## src/rtl/regfile_write_arbiter.sv

```systemverilog
// Single write port of the 32x32 register file, shared round-robin by ALU and load writeback; zeroes the file after reset.
// Latency: a write accepted in cycle N drives wrEnable/wrReg/wrData during cycle N+1. Up to one write per cycle.
// Backpressure: each ready is high only for the granted requester in RUN. Both readies stay low during reset and clear.
module regfile_write_arbiter #(
    parameter int NUM_REGS       = 32,
    parameter bit CLEAR_ON_RESET = 1'b1,
    parameter bit ZERO_R0        = 1'b1
) (
    input  logic        clk,
    input  logic        rst,
    input  logic        req0_valid,
    output logic        req0_ready,
    input  logic [4:0]  req0_reg,
    input  logic [31:0] req0_data,
    input  logic        req1_valid,
    output logic        req1_ready,
    input  logic [4:0]  req1_reg,
    input  logic [31:0] req1_data,
    output logic        wrEnable,
    output logic [4:0]  wrReg,
    output logic [31:0] wrData,
    output logic        init_done
);

    typedef enum logic {CLEAR, RUN} state_t;

    localparam logic [4:0] LAST_REG = 5'(NUM_REGS - 1);

    state_t      state, stateNext;
    logic [4:0]  clrCnt, clrCntNext;
    logic        lastGrant;
    logic        running;
    logic        grantVld;
    logic        grantIdx;
    logic        handshake;
    logic [4:0]  selReg;
    logic [31:0] selData;

    // init_done also masks the single RUN cycle that follows reset when the clear is skipped
    assign running = (state == RUN) && init_done;

    always_comb begin
        grantVld = 1'b0;
        grantIdx = 1'b0;
        if (req0_valid && req1_valid) begin
            grantVld = 1'b1;
            grantIdx = ~lastGrant;
        end else if (req0_valid) begin
            grantVld = 1'b1;
            grantIdx = 1'b0;
        end else if (req1_valid) begin
            grantVld = 1'b1;
            grantIdx = 1'b1;
        end
    end

    assign req0_ready = running && grantVld && !grantIdx;
    assign req1_ready = running && grantVld && grantIdx;
    assign handshake  = running && grantVld;
    assign selReg     = grantIdx ? req1_reg  : req0_reg;
    assign selData    = grantIdx ? req1_data : req0_data;

    always_comb begin
        stateNext  = state;
        clrCntNext = clrCnt;
        if (state == CLEAR) begin
            clrCntNext = clrCnt + 5'd1;
            if (clrCnt == LAST_REG) begin
                stateNext = RUN;
            end
        end
    end

    always_ff @(posedge clk) begin
        if (rst) begin
            state     <= CLEAR_ON_RESET ? CLEAR : RUN;
            clrCnt    <= 5'd0;
            lastGrant <= 1'b1;
            wrEnable  <= 1'b0;
            wrReg     <= 5'd0;
            wrData    <= 32'd0;
            init_done <= 1'b0;
        end else begin
            state     <= stateNext;
            clrCnt    <= clrCntNext;
            init_done <= (stateNext == RUN);
            if (state == CLEAR) begin
                wrEnable <= 1'b1;
                wrReg    <= clrCnt;
                wrData   <= 32'd0;
            end else if (handshake) begin
                // r0 writes are still accepted so the requester never stalls on them
                wrEnable  <= !(ZERO_R0 && (selReg == 5'd0));
                wrReg     <= selReg;
                wrData    <= selData;
                lastGrant <= grantIdx;
            end else begin
                wrEnable <= 1'b0;
            end
        end
    end

endmodule

```

## config.mk

```make
export PLATFORM = sky130hd
export DESIGN_NAME = regfile_write_arbiter
export DESIGN_NICKNAME = d
export VERILOG_FILES = /design/src/rtl/regfile_write_arbiter.sv
export SDC_FILE = /design/constraint.sdc
export NUM_CORES = 1
export LEC_CHECK = 0
export ABC_CLOCK_PERIOD_IN_PS = 1900
export BUFFER_PORTS_ARGS = -buffer_cell sky130_fd_sc_hd__buf_2
export CORE_UTILIZATION = 47
export DETAILED_ROUTE_END_ITERATION = 6
export PLACE_DENSITY_LB_ADDON = 0.3
export SLEW_MARGIN = 20
export SYNTH_ARGS = -nofsm -noshare
export SYNTH_HDL_FRONTEND = slang
export SYNTH_SLANG_ARGS = --single-unit
```

## constraint.sdc

```tcl
create_clock -name clk -period 1.9 [get_ports clk]
set_input_delay 0.38 -clock clk [delete_from_list [all_inputs] [get_ports clk]]
set_output_delay 0.38 -clock clk [all_outputs]
set_load 0.005 [all_outputs]
```

; Yosys cells after proc, flatten, opt, wreduce, memory -nomap -nowiden
; Index checks and enable logic that the tools add are counted.
[totals]
reg_bits = 45
inputBits = 78
[op_classes]
n_mux = 13
bitwise = 2
reduce_logical = 9
n_addsub = 1
n_eq_ne = 2
[ops]
columns = cell, count
row1 = $mux W32, 1
row2 = $mux W5, 3
row3 = $mux W1, 9
row4 = $add A5 B1 Y5 const B, 1
row5 = $eq A5 B5 Y1 const B, 1
row6 = $logic_not A5 Y1, 1
row7 = $logic_and A1 B1 Y1, 4
row8 = $logic_not A1 Y1, 2
row9 = $ne A2 B1 Y1 const B, 1
row10 = $not A1 Y1, 2
row11 = $reduce_and A2 Y1, 1
row12 = $reduce_or A2 Y1, 1

; Depth between registers and ports, before layout
[depth]
depth_word = 8
depth_mapped = 6
mapped_depth_nobuf = 5

; Worst setup path before layout
; OpenSTA, ideal clock, no wires.
[synth_timing]
path_type = in2out
startpoint = input req1_valid
endpoint = output req1_ready
path_buffers = 2
required_ns = 1.520
path_stages = 4
arrival_time_ns = 1.017
path_slack_ns = 0.503
path_cell_list = buf_4 a21boi_4 buf_4 and2_1
[synth_between]
elab_chain_len = 5
word_cells_on_any_way = 8
cone_classes = 5 x mux / 3 x reduce/logical
[synth_rtl]
columns = item, line
row1 = from (decl), 15  ; input logic req1_valid,
row2 = $mux W1, 51  ; end else if (req1_valid) begin
row3 = $mux W1, 48  ; end else if (req0_valid) begin
row4 = $mux W1, 45  ; if (req0_valid && req1_valid) begin
row5 = $logic_and A1 B1 Y1, 58  ; assign req1_ready = running && grantVld && grantIdx;
row6 = $logic_and A1 B1 Y1 (*), 58
row7 = to (decl), 16  ; output logic req1_ready,
; Mark *: on every way between the ends. The rest lies on a longest branch, timed or not.

==> flow_metrics.py <==
metrics = {
    "status": {
        "outcome": "finished, final reports clean",
    },
    "layout": {
        "fill_cells": 407,
        "antenna_cells": 0,
        "fin_nets": 418,
        "final_util": 0.648,
        "area_growth_pct": 32.7,
        "drive_above_1_share": 0.472,
    },
    "cts": {
        "clk_path_buf_depth": 2,
        "post_cts_resized": 0,
        "cts_buffers": 5,
        "post-cts-setup-buffers": 0,
        "clock-root-buffer": "clkbuf_8",
        "clock_latency_ns": 0.29,
        "cts_hold_buf": 0,
        "cts_tree": "yes",
        "clkSlewWorstSetupHoldPaths_ns": 0.09,
        "clock_sink_count": 45,
        "cts_max_level": 2,
    },
    "critical_path": {
        "cp_num_buf_inv": 2,
        "cp_top_family": "flip-flops",
        "cp-end-kind": "output port",
        "reg2reg_from": "state$_SDFF_PP0_",
        "critPathRequiredTime_ns": 1.52,
        "rr_worst_depth": 4,
        "cp_max_fo": 18,
        "cp.depth": 2,
        "cpMaxStageDelayCell": "dfxtp_1",
        "crit_type": "reg2out",
        "max_stage_delay_ns": 0.51,
        "start_kind": "flip-flop",
        "crit_arrival_ns": 1.24,
        "crit_start": "state$_SDFF_PP0_",
        "cp_cell_sequence": "buf_4 -> buf_2",
    },
    "sta": {
        "fin_setup_tns_ns": 0,
        "worst_slew_pin_slew_ns": 0.398,
        "fin_crit_sh": 0.851,
        "period_needed_ns": 1.62,
        "fin_skew_ns": 0.00783,
        "slew_headroom": 0.735,
        "hold_viol": 0,
        "rsz0062_at_grt": "no",
        "finalMaxSlewViolations": 0,
        "fmax_mhz": 619,
        "setup_violations": 0,
    },
    "logic_synthesis": {
        "avgSynthCellArea_sq_um": 9.36,
        "synth_cells": 227,
        "synthArstFlopShare": 0,
        "synth_edf_count": 0,
        "synth_cell_types": 34,
        "synth-main-ff-cell": "dfxtp_1",
        "synth_commonest_cells": "dfxtp_1 (45), a22oi_1 (32), nand3_1 (24), a21oi_1 (23), nor2_1 (12)",
        "yosysTopAreaCell": "dfxtp_1",
        "ys_warn_count": 0,
        "ys_seq_elements": 45,
        "syn-num-nets": 307,
        "synth_top_area_frac": 0.424,
        "synth_most_common_cell": "dfxtp_1",
        "synth_area_leaders": "dfxtp_1 (42%), a22oi_1 (11%), nand3_1 (5.7%)",
        "netlist_area_sq_um": 2130,
        "seq_area_frac_synth": 0.424,
    },
    "global_routing": {
        "grt_max_degree": 33,
        "grt_pass1_vias": 2056,
        "grt_remaining_overflow": 0,
        "antenna_found_initial": 0,
        "grt_pass1_wl_microns": 9140,
        "grt_usage": 0.232,
    },
    "power_and_ir_drop": {
        "vdd_drop_max_v": 0.000518,
        "power_leakage_nw": 1.20,
        "power_density_nw_per_um2": 673,
    },
    "placement": {
        "place.gp.congestion": 0.885,
        "io_buffers": 118,
        "dp_hpwl_microns": 3850,
    },
    "floorplanning": {
        "die_w_microns": 69.3,
        "pin_count": 119,
        "coreArea_sq_um": 4350,
        "die_y_microns": 69.3,
        "start_util": 0.488,
        "rows": 24,
        "die_area_sq_um": 4800,
    },
    "drt": {
        "highest_layer": "met4",
        "vias": 2136,
        "wl_met3_microns": 325,
        "met2_length_microns": 2710,
        "drc_errors": 0,
        "viasPerCell": 5.46,
        "drtPass1Iterations": 4,
        "drt_wl_total_microns": 5430,
        "wl_per_cell_microns": 13.9,
        "drtIter0Drc": 189,
        "antenna_left": 0,
        "met1_length_microns": 2300,
    },
    "job": {
        "max_cap_viol_count": 0,
    },
    "hold_path": {
        "hp-class": "in2reg",
        "worstHoldPathCells": 3,
        "hold_start": "req0_data[22]",
    },
}
[where the power goes]
| group | switching, W | leakage [nW] | total [W] | internal (W) |
|---|---|---|---|---|
| logic | 0.0000938 | 0.781 | 0.000192 | 0.0000986 |
| clock network | 0.000319 | 0.0574 | 0.000747 | 0.000428 |
| registers | 0.00000795 | 0.364 | 0.000961 | 0.000953 |
[state kept, by name, summed over array words and instances (netlist names)]
| name | cells |
|---|---|
| clrCnt | 5 |
| lastGrant | 1 |
| wrReg | 5 |
| state | 1 |
| wrData | 32 |
| wrEnable | 1 |
[cells in the final DEF, fill, tap and decap left out, drive strengths merged]
cell and count:
xor2 1, buf 127, nor2b 3, and3 1
nand2b 1, clkbuf 6, a21boi 1, dfxtp 45
mux2i 2, nor3 5, bufinv 1, o21ai 1
nor2 12, ha 2, nand4b 1, clkinvlp 1
nand3 34, o211ai 3, a211o 4, nand2 8
o21ba 1, or2 1, and2 1, a21bo 1
xnor2 1, a31oi 7, a22oi 32, a21oi 33
o21a 1, or4 2
[final timing paths]
check | endpoint | slack [ns]
min | wrData[22]$_SDFFE_PP0P_ | 0.32
max reg2reg | wrData[20]$_SDFFE_PP0P_ | 0.51
max | init_done | 0.28
min reg2reg | clrCnt[0]$_SDFFE_PP0N_ | 0.54
[stage by stage]
stage	hold WS [ns]	instance area [sq um]	power (W)	std cells	worst slack, ns
floorplan	0.494	2130	0.00108	227	0.503
global placement	0.518	2700	0.00117	383	0.312
detailed placement	0.529	2700	0.00118	383	0.283
CTS	0.314	2820	0.00192	391	0.268
global route	0.314	2820	0.00197	391	0.184
finish	0.325	2820	0.00190	391	0.284
[cell type report]
class                           instances  area, sq um  area share
Multi-Input combinational cell        159         1060       0.377
Clock buffer                            6         82.6      0.0293
Timing Repair Buffer                  127          671       0.238
Sequential cell                        45          901       0.319
Clock inverter                          2         37.5      0.0133
Tap cell                               52         65.1      0.0231
[cells by family after synthesis]
kind of cell / after synthesis / synth area share
xor gates and xnor gates: 2 / 0.00824
DFF: 45 / 0.424
muxes: 2 / 0.00942
adders and majority gates: 2 / 0.0118
buffers and inverters: 23 / 0.0753
and+or+nand+nor: 69 / 0.182
AOI/OAI and AO/OA: 84 / 0.289
[metal layers]
metal | global-route usage | vias up
li1 | - | 1061
met1 | 0.283 | 979
met2 | 0.389 | 88
met3 | 0.0596 | 8
met4 | 0.0907 | 0
met5 | 0 | -
[worst register-to-register path, cell delays in order (launching register included)]
cell and delay (ns):
dfxtp_1 0.51, o21ai_4 0.18, buf_4 0.26, a22oi_1 0.25, a21oi_2 0.07
Note: power is estimated with default switching activity, not from simulation.
